[config.mk]
export PLATFORM = sky130hd
export DESIGN_NAME = conv1_mem_read_flat
export DESIGN_NICKNAME = d
export VERILOG_FILES = /design/src/rtl/conv_pkg.sv /design/src/rtl/conv1_mem_read_if.sv /design/src/rtl/conv_win_counter.sv /design/src/rtl/conv1_mem_read.sv /design/src/flat_wrapper.sv
export SDC_FILE = /design/constraint.sdc
export NUM_CORES = 1
export LEC_CHECK = 0
export BUFFER_PORTS_ARGS = -buffer_cell sky130_fd_sc_hd__buf_2
export CORE_MARGIN = 2
export CORE_UTILIZATION = 40
export DETAILED_ROUTE_END_ITERATION = 10
export GPL_ROUTABILITY_DRIVEN = 0
export PLACE_DENSITY_LB_ADDON = 0.05
export REMOVE_ABC_BUFFERS = 1
export SETUP_SLACK_MARGIN = 0.5
export SYNTH_ARGS = -nofsm -noshare
export SYNTH_HDL_FRONTEND = slang
export SYNTH_SLANG_ARGS = --single-unit
[constraint.sdc]
create_clock -name clk -period 7.74 [get_ports clk]
set_clock_uncertainty 0.2 [all_clocks]
set_input_delay 1.548 -clock clk [delete_from_list [all_inputs] [get_ports clk]]
set_output_delay 1.548 -clock clk [all_outputs]
set_load 0.02 [all_outputs]
[src/rtl/conv_pkg.sv]
// rtl/conv_pkg.sv - shared constants, address types and read-side state for Conv1
package conv_pkg;

   localparam int IMG_W  = 28;
   localparam int K      = 5;
   localparam int OUT_W  = IMG_W - K + 1;
   localparam int N_TAPS = K * K;
   localparam int N_WIN  = OUT_W * OUT_W;

   typedef logic [9:0] pix_addr_t;
   typedef logic [4:0] wt_addr_t;

   typedef enum logic {
      RUN  = 1'b0,
      DONE = 1'b1
   } rd_state_t;

   // Constants arrive as int; narrow them once so the datapath stays 10-bit.
   function automatic pix_addr_t to_pix(input int v);
      return pix_addr_t'(v);
   endfunction

   // Jump from the end of one kernel row to the start of the next.
   localparam pix_addr_t TAP_ROW_STEP = to_pix(IMG_W - (K - 1));
   // Jump from the last window of an output row to the first of the next.
   localparam pix_addr_t WIN_ROW_STEP = to_pix(IMG_W - (OUT_W - 1));

endpackage

[src/rtl/conv1_mem_read_if.sv]
// rtl/conv1_mem_read_if.sv - tap address bus between the Conv1 read generator and the MAC
interface conv1_mem_read_if;
   import conv_pkg::*;

   logic      enable;
   pix_addr_t pix_addr;
   wt_addr_t  wt_addr;
   pix_addr_t win_idx;
   logic      valid;
   logic      last_tap;
   logic      done;

   modport master (
      input  enable,
      output pix_addr,
      output wt_addr,
      output win_idx,
      output valid,
      output last_tap,
      output done
   );

   modport slave (
      output enable,
      input  pix_addr,
      input  wt_addr,
      input  win_idx,
      input  valid,
      input  last_tap,
      input  done
   );

endinterface

[src/rtl/conv_win_counter.sv]
// rtl/conv_win_counter.sv - two-level (x,y) raster counter with end flags and carry-out
module conv_win_counter #(
   parameter int X_MAX = 4,
   parameter int Y_MAX = 4,
   parameter bit WRAP  = 1'b1,
   parameter int W     = $clog2(((X_MAX > Y_MAX) ? X_MAX : Y_MAX) + 1)
) (
   input  logic clk,
   input  logic reset,
   input  logic step,
   output logic x_last,
   output logic y_last,
   output logic carry
);

   logic [W-1:0] x;
   logic [W-1:0] y;

   assign x_last = (x == W'(X_MAX));
   assign y_last = (y == W'(Y_MAX));
   // Carry fires on the step that leaves the final (x,y) position.
   assign carry  = step && x_last && y_last;

   // Advance x, roll into y; at the end either wrap to origin or hold.
   always_ff @(posedge clk or posedge reset) begin
      if (reset) begin
         x <= '0;
         y <= '0;
      end else if (step) begin
         if (!x_last) begin
            x <= x + 1'b1;
         end else if (!y_last) begin
            x <= '0;
            y <= y + 1'b1;
         end else if (WRAP) begin
            x <= '0;
            y <= '0;
         end
      end
   end

endmodule

[src/rtl/conv1_mem_read.sv]
// rtl/conv1_mem_read.sv - Conv1 input/weight address generator; CONV1_RD_PIPE_EN delays valid/last_tap/win_idx one cycle
module conv1_mem_read
   import conv_pkg::*;
(
   input  logic             clk,
   input  logic             reset,
   conv1_mem_read_if.master rd
);

   rd_state_t state;
   logic      live;
   logic      kx_last;
   logic      ky_last;
   logic      tap_carry;
   logic      ox_last;
   logic      oy_last;
   logic      win_carry;
   logic      tap_end;
   pix_addr_t win_base;
   pix_addr_t tap_off;
   pix_addr_t win_idx_r;
   wt_addr_t  wt_r;

   // A tap is issued whenever the sweep is running and the MAC allows it.
   assign live    = (state == RUN) && rd.enable;
   assign tap_end = kx_last && ky_last;

   conv_win_counter #(
      .X_MAX (K - 1),
      .Y_MAX (K - 1),
      .WRAP  (1'b1)
   ) u_tap_cnt (
      .clk    (clk),
      .reset  (reset),
      .step   (live),
      .x_last (kx_last),
      .y_last (ky_last),
      .carry  (tap_carry)
   );

   conv_win_counter #(
      .X_MAX (OUT_W - 1),
      .Y_MAX (OUT_W - 1),
      .WRAP  (1'b0)
   ) u_win_cnt (
      .clk    (clk),
      .reset  (reset),
      .step   (tap_carry),
      .x_last (ox_last),
      .y_last (oy_last),
      .carry  (win_carry)
   );

   // Sweep FSM: leaves RUN after the last tap of the last window, only reset returns.
   always_ff @(posedge clk or posedge reset) begin
      if (reset) begin
         state <= RUN;
      end else if (state == RUN && win_carry) begin
         state <= DONE;
      end
   end

   // Tap offset within the image, stepped alongside kx/ky.
   always_ff @(posedge clk or posedge reset) begin
      if (reset) begin
         tap_off <= '0;
      end else if (live) begin
         if (!kx_last) begin
            tap_off <= tap_off + 10'd1;
         end else if (!ky_last) begin
            tap_off <= tap_off + TAP_ROW_STEP;
         end else begin
            tap_off <= '0;
         end
      end
   end

   // Weight address follows the tap number, restarting with each window.
   always_ff @(posedge clk or posedge reset) begin
      if (reset) begin
         wt_r <= '0;
      end else if (live) begin
         wt_r <= tap_carry ? '0 : wt_r + 5'd1;
      end
   end

   // Window origin and index step once per completed window; final window holds.
   always_ff @(posedge clk or posedge reset) begin
      if (reset) begin
         win_base  <= '0;
         win_idx_r <= '0;
      end else if (tap_carry) begin
         if (!ox_last) begin
            win_base  <= win_base + 10'd1;
            win_idx_r <= win_idx_r + 10'd1;
         end else if (!oy_last) begin
            win_base  <= win_base + WIN_ROW_STEP;
            win_idx_r <= win_idx_r + 10'd1;
         end
      end
   end

   assign rd.pix_addr = win_base + tap_off;
   assign rd.wt_addr  = wt_r;

`ifdef CONV1_RD_PIPE_EN
   logic      valid_q;
   logic      last_q;
   logic      done_q;
   pix_addr_t win_idx_q;

   // Delay tap qualifiers by one cycle to line up with synchronous RAM read data.
   always_ff @(posedge clk or posedge reset) begin
      if (reset) begin
         valid_q   <= 1'b0;
         last_q    <= 1'b0;
         win_idx_q <= '0;
         done_q    <= 1'b0;
      end else begin
         valid_q   <= live;
         last_q    <= live && tap_end;
         win_idx_q <= win_idx_r;
         done_q    <= (state == DONE);
      end
   end

   assign rd.valid    = valid_q;
   assign rd.last_tap = last_q;
   assign rd.win_idx  = win_idx_q;
   assign rd.done     = done_q;
`else
   assign rd.valid    = live;
   assign rd.last_tap = live && tap_end;
   assign rd.win_idx  = win_idx_r;
   assign rd.done     = (state == DONE);
`endif

endmodule

[src/flat_wrapper.sv]
// flat-port wrapper written by rule: the top's interface ports become plain ports
module conv1_mem_read_flat import conv_pkg::*;
  (clk, reset, rd_enable, rd_pix_addr, rd_wt_addr, rd_win_idx, rd_valid, rd_last_tap, rd_done);
  conv1_mem_read_if rd_i ();
  input  logic clk;
  input  logic reset;
  input wire logic [$bits(rd_i.enable)-1:0] rd_enable;
  output wire logic [$bits(rd_i.pix_addr)-1:0] rd_pix_addr;
  output wire logic [$bits(rd_i.wt_addr)-1:0] rd_wt_addr;
  output wire logic [$bits(rd_i.win_idx)-1:0] rd_win_idx;
  output wire logic [$bits(rd_i.valid)-1:0] rd_valid;
  output wire logic [$bits(rd_i.last_tap)-1:0] rd_last_tap;
  output wire logic [$bits(rd_i.done)-1:0] rd_done;
  assign rd_i.enable = rd_enable;
  assign rd_pix_addr = rd_i.pix_addr;
  assign rd_wt_addr = rd_i.wt_addr;
  assign rd_win_idx = rd_i.win_idx;
  assign rd_valid = rd_i.valid;
  assign rd_last_tap = rd_i.last_tap;
  assign rd_done = rd_i.done;
  conv1_mem_read u_core (.clk(clk), .reset(reset), .rd(rd_i));
endmodule
Word-level counts from Yosys, hierarchy flattened --
Index checks and enable logic that the tools add are counted.
Word-level totals: register bits 52, input bits 3, output and inout port bits 28, logic and storage cells 49
Cells by class: $add $sub $neg 11, eq/ne operators 5, mux-type cells 11, bitwise logic cells 2, reduce and logical (&&, ||, !) cells 11
Operator list (number):
- $mux W10 | 6
- $add A10 B1 Y10 const B | 3
- $add A5 B1 Y5 const B | 3
- $mux W5 | 3
- $add A10 B10 Y10 | 1
- $add A10 B3 Y10 const B | 1
- $add A10 B5 Y10 const B | 1
- $eq A5 B5 Y1 const B | 2
- $logic_and A1 B1 Y1 | 8
- $add A3 B1 Y3 const B | 2
- $eq A3 B3 Y1 const B | 2
- $mux W3 | 2
- $reduce_and A2 Y1 | 2
- $reduce_and A3 Y1 | 1
- $ne A2 B2 Y1 const B | 1
- $not A1 Y1 | 2

Longest topological paths before layout --
Gate-level depths: netlist of the first run.
depth in word-level cells 7, mapped depth 8, gate-level depth less buffers 8

By module --
Synthesis of the first run repeated with hierarchy kept, for this count alone.
Unflattened totals: cells, all modules 298, area, all modules 3052.9 µm²
By module, submodules not included:
- conv1_mem_read | instances 1, cells an instance 218, area an instance 2163.3 µm², sequential area each 900.9 µm²
- conv_win_counter (u_core.u_win_cnt) | instances 1, cells an instance 47, area an instance 543.0 µm², sequential area each 250.2 µm²
- conv_win_counter (u_core.u_tap_cnt) | instances 1, cells an instance 33, area an instance 346.6 µm², sequential area each 150.1 µm²

Least setup slack after synthesis of the first run --
Ideal clock, no wire load.
kind input port to output port, from input rd_enable, to output rd_last_tap, arrival 2.341 ns, setup slack 3.651 ns, stages 3, cell sequence nand2b_1 buf_2 nor2_1
On the way: cells in the longest elaborated chain, start to end 2
RTL lines:
- start: declaration | RTL line flat_wrapper.sv:7 | input wire logic [$bits(rd_i.enable)-1:0] rd_enable;
- $logic_and A1 B1 Y1 | RTL line conv1_mem_read.sv:25 | assign live = (state == RUN) && rd.enable;
- $logic_and A1 B1 Y1 | RTL line conv1_mem_read.sv:133 | assign rd.last_tap = live && tap_end;
- end: declaration | RTL line flat_wrapper.sv:12 | output wire logic [$bits(rd_i.last_tap)-1:0] rd_last_tap;
Every way passes these cells.

Worst setup path in the final report of the first run --
Same ends and word-level chain as after synthesis.

==> results.json, run 1 <==
{
  "netlist_top_cells_area": "dfrtp_1 43%, ha_1 9.1%, nand2_1 6.1%",
  "worst-r2r-cell-count": 5,
  "finish.instance_area_sq_mm": 0.00337,
  "floorplan.die.width_um": 90.9,
  "grt_antenna_before_repair": 0,
  "wirelength_mm": 6.26,
  "multi_input_area_sq_mm": 0.00166,
  "cp-startpoint": "rd_enable",
  "tritoncts_clock_tree": "done",
  "clkTransAtPathRegs_ns": 0.11,
  "dr.pass1.iters": 4,
  "most_used_flip_flop_cell_after_synthesis": "dfrtp_1",
  "grt_pass1_vias": 2205,
  "global_route.usage.total": 0.164,
  "critical_path_peak_fanout": 12,
  "cts_resized": 0,
  "total_drc_errors_in_the_routed_layout": 0,
  "cts_sinks": 52,
  "cell_chain_critical_path": "buf_2 -> nand2b_1 -> nor2_1 -> buf_2",
  "finalSetupTns_ns": 0,
  "yosysMostFrequentCell": "dfrtp_1",
  "die_area_sq_mm": 0.00826,
  "post_synth.cell_area_avg_sq_um": 9.90,
  "clock_tree.root_cell": "clkbuf_8",
  "wl_per_cell_um": 14.3,
  "globalRoute.totalOverflow": 0,
  "criticalPathCategory": "in2out",
  "global_route_wire_length_before_repair_mm": 11.0,
  "post-route-min-period_ns": 4.47,
  "actual_transition_at_the_worst_max_transition_pin_ns": 0.757,
  "cpMostUsedCell": "buf_2",
  "synth_cell_type_count": 51,
  "yosysSeqAreaShare": 0.431,
  "viasPerCell": 5.22,
  "die_h_um": 90.9,
  "placedInstanceArea_sq_mm": 0.00328,
  "report.final.setup_viol": 0,
  "port-buffer-count": 30,
  "r2r_start": "u_core.rd.done$_DFFE_PP0P_",
  "drt_first_iter_violations": 116,
  "io-pin-count": 31,
  "yosysTopAreaCellShare": 0.431,
  "worst-endpoint-required_ns": 5.99,
  "numCtsBuffers": 5,
  "total_leakage_power_nw": 1.66,
  "yosys_warnings": 0,
  "synth_area_sq_mm": 0.00302,
  "netlist_instances": 305,
  "post-synth-top-area-cell": "dfrtp_1",
  "ir_drop_v": 0.000134,
  "antenna_violating_nets_post_route": 0,
  "flow.area_growth_from_synthesis_pct": 11.6,
  "postSynthRegisterBits": 52,
  "cp_slowest_cell": "nor2_1",
  "via_count": 2288,
  "post_cts.repair.setup_buffers": 0,
  "max_freq_mhz": 224,
  "diodes": 0,
  "run_status": "finished, final reports clean",
  "end_kind": "output pin",
  "slew_violations": 0,
  "cts_stage_hold_buffer_count": 0,
  "ys_async_sr_fraction": 1.00,
  "grt_setup_unrepaired": "false",
  "synth_enable_flop_cells": 0,
  "timing.critical_path.arrival_ns": 2.72,
  "fin_nets": 364,
  "power_density_mw_per_mm2": 261,
  "startpoint_type": "input port",
  "row_count": 31,
  "synth.cells.most_frequent": "52 x dfrtp_1, 49 x nand2_1, 22 x ha_1",
  "grt_max_degree": 53,
  "worstHoldStart": "u_core.rd.win_idx[9]$_DFFE_PP0P_",
  "fillers": 742,
  "final_layout_size_suffix_gt1_frac": 0.156,
  "worstReg2RegEnd": "u_core.u_win_cnt.x[4]$_DFFE_PP0P_",
  "final_util": 0.462,
  "design.core.area_sq_mm": 0.00729,
  "maxCapViolCount": 0,
  "relSlewSlack": 0.494,
  "worst_skew_pair.late_latency_ns": 0.32,
  "dpl.hpwl_mm": 4.40,
  "post-route-period-util": 0.577,
  "timing.final.hold_violations": 0,
  "r2r_setup_slack_ns": 5.12,
  "min_delay_path_depth": 1,
  "seqCellArea_sq_mm": 0.00130,
  "min_to": "u_core.rd.win_idx[9]$_DFFE_PP0P_",
  "buffers_from_clock_root_to_sink_at_most": 2,
  "htree_levels": 2,
  "cp_slowest_stage_delay_ns": 0.51,
  "hold_path.class": "reg2reg",
  "initial_utilization": 0.414
}
-- metrics by stage --
| step | power (mW) | std cells | hold slack (ns) | setup slack [ns] |
|---|---|---|---|---|
| after floorplan | 0.625 | 300 | 0.261 | 3.64 |
| after global placement | 0.714 | 430 | 0.256 | 3.32 |
| after detailed placement | 0.716 | 430 | 0.262 | 3.27 |
| after CTS | 0.888 | 438 | 0.279 | 3.27 |
| after global routing | 0.955 | 438 | 0.286 | 3.10 |
| final | 0.879 | 438 | 0.274 | 3.27 |
-- worst max path at each step --
stage,endpoint,slack (ns),cells past startpoint
detailed placement,rd_last_tap,3.27,4
floorplan,rd_last_tap,3.64,2
CTS,rd_last_tap,3.27,4
global route,rd_last_tap,3.10,4
global placement,rd_last_tap,3.32,4
finish,rd_last_tap,3.27,4
-- cell usage in the layout, fill, tap and decap left out, types with 9 or more instances in the layout --
cell type and n:
nand2_1 49, nor3_1 11, xor2_1 15, dfrtp_1 52, o21ai_0 13, ha_1 22
nor2_1 17, buf_2 30, nand4_1 9, xnor2_1 19, a21oi_1 9
-- area by class of cell --
type,count,area share
timing repair buffer,31,0.0468
inverter,10,0.0111
multi-input combinational,238,0.491
tap,99,0.0367
sequential,52,0.386
clock inverter,3,0.00779
clock buffer,5,0.0204
-- report_power, final --
part           internal [mW]  switching [mW]
clock                 0.0661           0.103
combinational          0.124           0.187
sequential             0.323          0.0753
total                  0.513           0.365
-- sequential cells by signal, indices dropped and copies added, names as in the netlist --
signal,flops
u_core.u_tap_cnt.y,3
u_core.u_win_cnt.x,5
u_core.u_win_cnt.y,5
u_core.rd.wt_addr,5
u_core.tap_off,10
u_core.win_base,10
u_core.rd.done,1
u_core.rd.win_idx,10
u_core.u_tap_cnt.x,3
-- worst max-delay path: cells and delay by family --
family,cells,cell delay (ns)
and+or+nand+nor,2,0.84
buffers and inverters,2,0.33
-- kinds of logic (layout without fill, tap and decap cells) --
logic type | after synthesis | after routing | share of synthesized area
AOI/OAI and AO/OA | 62 | 62 | 0.147
xor gates and xnor gates | 34 | 34 | 0.0986
DFF | 52 | 52 | 0.431
adders and majority gates | 23 | 23 | 0.0978
muxes | 4 | 4 | 0.0141
buffers and inverters | 15 | 49 | 0.0207
and+or+nand+nor | 115 | 115 | 0.191
-- layer usage --
layer  routed length, um  track usage  up-vias
li1                    -            -     1156
met1                3170        0.236     1092
met2                2830        0.257       31
met3                 159       0.0250        9
met4                 100       0.0467        0
met5                   0            0        -
Power figures use the tool's default switching activity.
==> inputs of run 2 (changes only) <==
clock period = 4.5 ns   (was 7.74 ns; I/O delays follow)
==> results.json, run 2 (synthesized netlist as in run 1, its figures left out) <==
{
  "slew_violations": 0,
  "wirelength_mm": 6.32,
  "initial_utilization": 0.414,
  "global_route_wire_length_before_repair_mm": 11.1,
  "cell_chain_critical_path": "ha_1 -> fa_1 -> a21oi_1 -> o211ai_1 -> o41ai_1 -> xnor2_1 -> buf_2",
  "hold-worst-slack_ns": 0.267,
  "report.final.setup_viol": 0,
  "final_layout_size_suffix_gt1_frac": 0.156,
  "dpl.hpwl_mm": 4.61,
  "post_cts.repair.setup_buffers": 0,
  "clkTransAtPathRegs_ns": 0.09,
  "grt_pass1_vias": 2217,
  "grt_max_degree": 32,
  "flow.area_growth_from_synthesis_pct": 11.7,
  "via_count": 2297,
  "numCtsBuffers": 5,
  "final_cell_mix": "52 x dfrtp_1, 49 x nand2_1, 30 x buf_2, 22 x ha_1, 19 x xnor2_1",
  "grt_antenna_before_repair": 0,
  "timing.final.hold_violations": 0,
  "startpoint_type": "register",
  "die_h_um": 90.9,
  "criticalPathCategory": "reg2out",
  "cp_slowest_cell": "fa_1",
  "actual_transition_at_the_worst_max_transition_pin_ns": 0.674,
  "worst_path_dominant_cell_family": "adder cells",
  "port-buffer-count": 30,
  "cp_slowest_stage_delay_ns": 0.47,
  "viasPerCell": 5.24,
  "total_leakage_power_nw": 1.66,
  "cts_resized": 0,
  "crit_buf_inv": 1,
  "dr.pass1.iters": 4,
  "run_status": "finished, final reports clean",
  "maxCapViolCount": 0,
  "post-route-min-period_ns": 3.56,
  "critical_path_peak_fanout": 4,
  "finalSetupTns_ns": 0,
  "hold_path.class": "reg2reg",
  "htree_levels": 2,
  "power_density_mw_per_mm2": 445,
  "relSlewSlack": 0.550,
  "grt_setup_unrepaired": "false",
  "final_common_cell": "dfrtp_1",
  "fin_nets": 364,
  "global_route.usage.total": 0.168,
  "design.core.area_sq_mm": 0.00729,
  "cts_sinks": 52,
  "antenna_violating_nets_post_route": 0,
  "r2r_setup_slack_ns": 1.89,
  "end_kind": "output pin",
  "io-pin-count": 31,
  "tritoncts_clock_tree": "done",
  "timing.critical_path.arrival_ns": 2.46,
  "buffers_from_clock_root_to_sink_at_most": 2,
  "total_drc_errors_in_the_routed_layout": 0,
  "ir_drop_v": 0.000246,
  "worst-endpoint-required_ns": 3.40,
  "post-route-period-util": 0.792,
  "max_freq_mhz": 281,
  "floorplan.die.width_um": 90.9,
  "worst_skew_pair.late_latency_ns": 0.31,
  "cts_stage_hold_buffer_count": 0,
  "clock_tree.root_cell": "clkbuf_8",
  "row_count": 31,
  "wl_per_cell_um": 14.4,
  "drt_first_iter_violations": 75,
  "globalRoute.totalOverflow": 0,
  "die_area_sq_mm": 0.00826,
  "diodes": 0
}
[run 2: cell count changes in the layout (fill, tap and decap cells not counted), sizes merged]
cell,previous run,this run
inv,11,10
clkbuf,5,6
[run 2: worst paths after layout]
check,from,endpoint,cells past startpoint
max reg2reg,u_core.rd.done$_DFFE_PP0P_,u_core.u_win_cnt.x[4]$_DFFE_PP0P_,5
max,u_core.win_base[0]$_DFFE_PP0P_,rd_pix_addr[8],7
min in group asynchronous,reset,u_core.rd.win_idx[2]$_DFFE_PP0P_,2
min reg2reg,u_core.rd.win_idx[9]$_DFFE_PP0P_,u_core.rd.win_idx[9]$_DFFE_PP0P_,1
max in group asynchronous,reset,u_core.u_tap_cnt.x[0]$_DFFE_PP0N_,3
min,u_core.rd.win_idx[9]$_DFFE_PP0P_,u_core.rd.win_idx[9]$_DFFE_PP0P_,1
[run 2: per-layer routing]
layer	share of wire	vias to the layer above	track usage
li1	-	1162	-
met1	0.50	1104	0.232
met2	0.47	29	0.263
met3	0.028	2	0.0376
met4	0.0079	0	0.0505
met5	0	-	0
[run 2: power by group]
group,internal [mW],switching [mW]
clock network,0.125,0.157
registers,0.556,0.128
logic,0.213,0.324
total,0.894,0.609
[run 2: layout make-up]
class / count / area, sq um
inverter: 10 / 37.5
tap: 99 / 124
multi-input combinational: 238 / 1660
clock inverter: 2 / 15.0
timing repair buffer: 31 / 158
clock buffer: 6 / 82.6
sequential: 52 / 1300
fill: 744 / 3920
[run 2: worst reg2reg max path, cell delays in order, from the launching register on]
cell and delay [ns]:
dfrtp_1 0.41, nand2b_1 0.44, inv_2 0.47, o211ai_2 0.40
or4b_1 0.56, nand2_1 0.07
[run 2: stage by stage]
step	util	total power, mW	setup WS (ns)	instance area, sq um	std cells
after global routing	0.463	1.63	0.708	3370	438
after detailed placement	0.449	1.23	1.25	3280	430
after global placement	0.449	1.23	1.26	3280	430
after CTS	0.463	1.53	0.878	3370	438
final	0.463	1.50	0.935	3370	438
after floorplan	-	1.08	1.35	3000	300
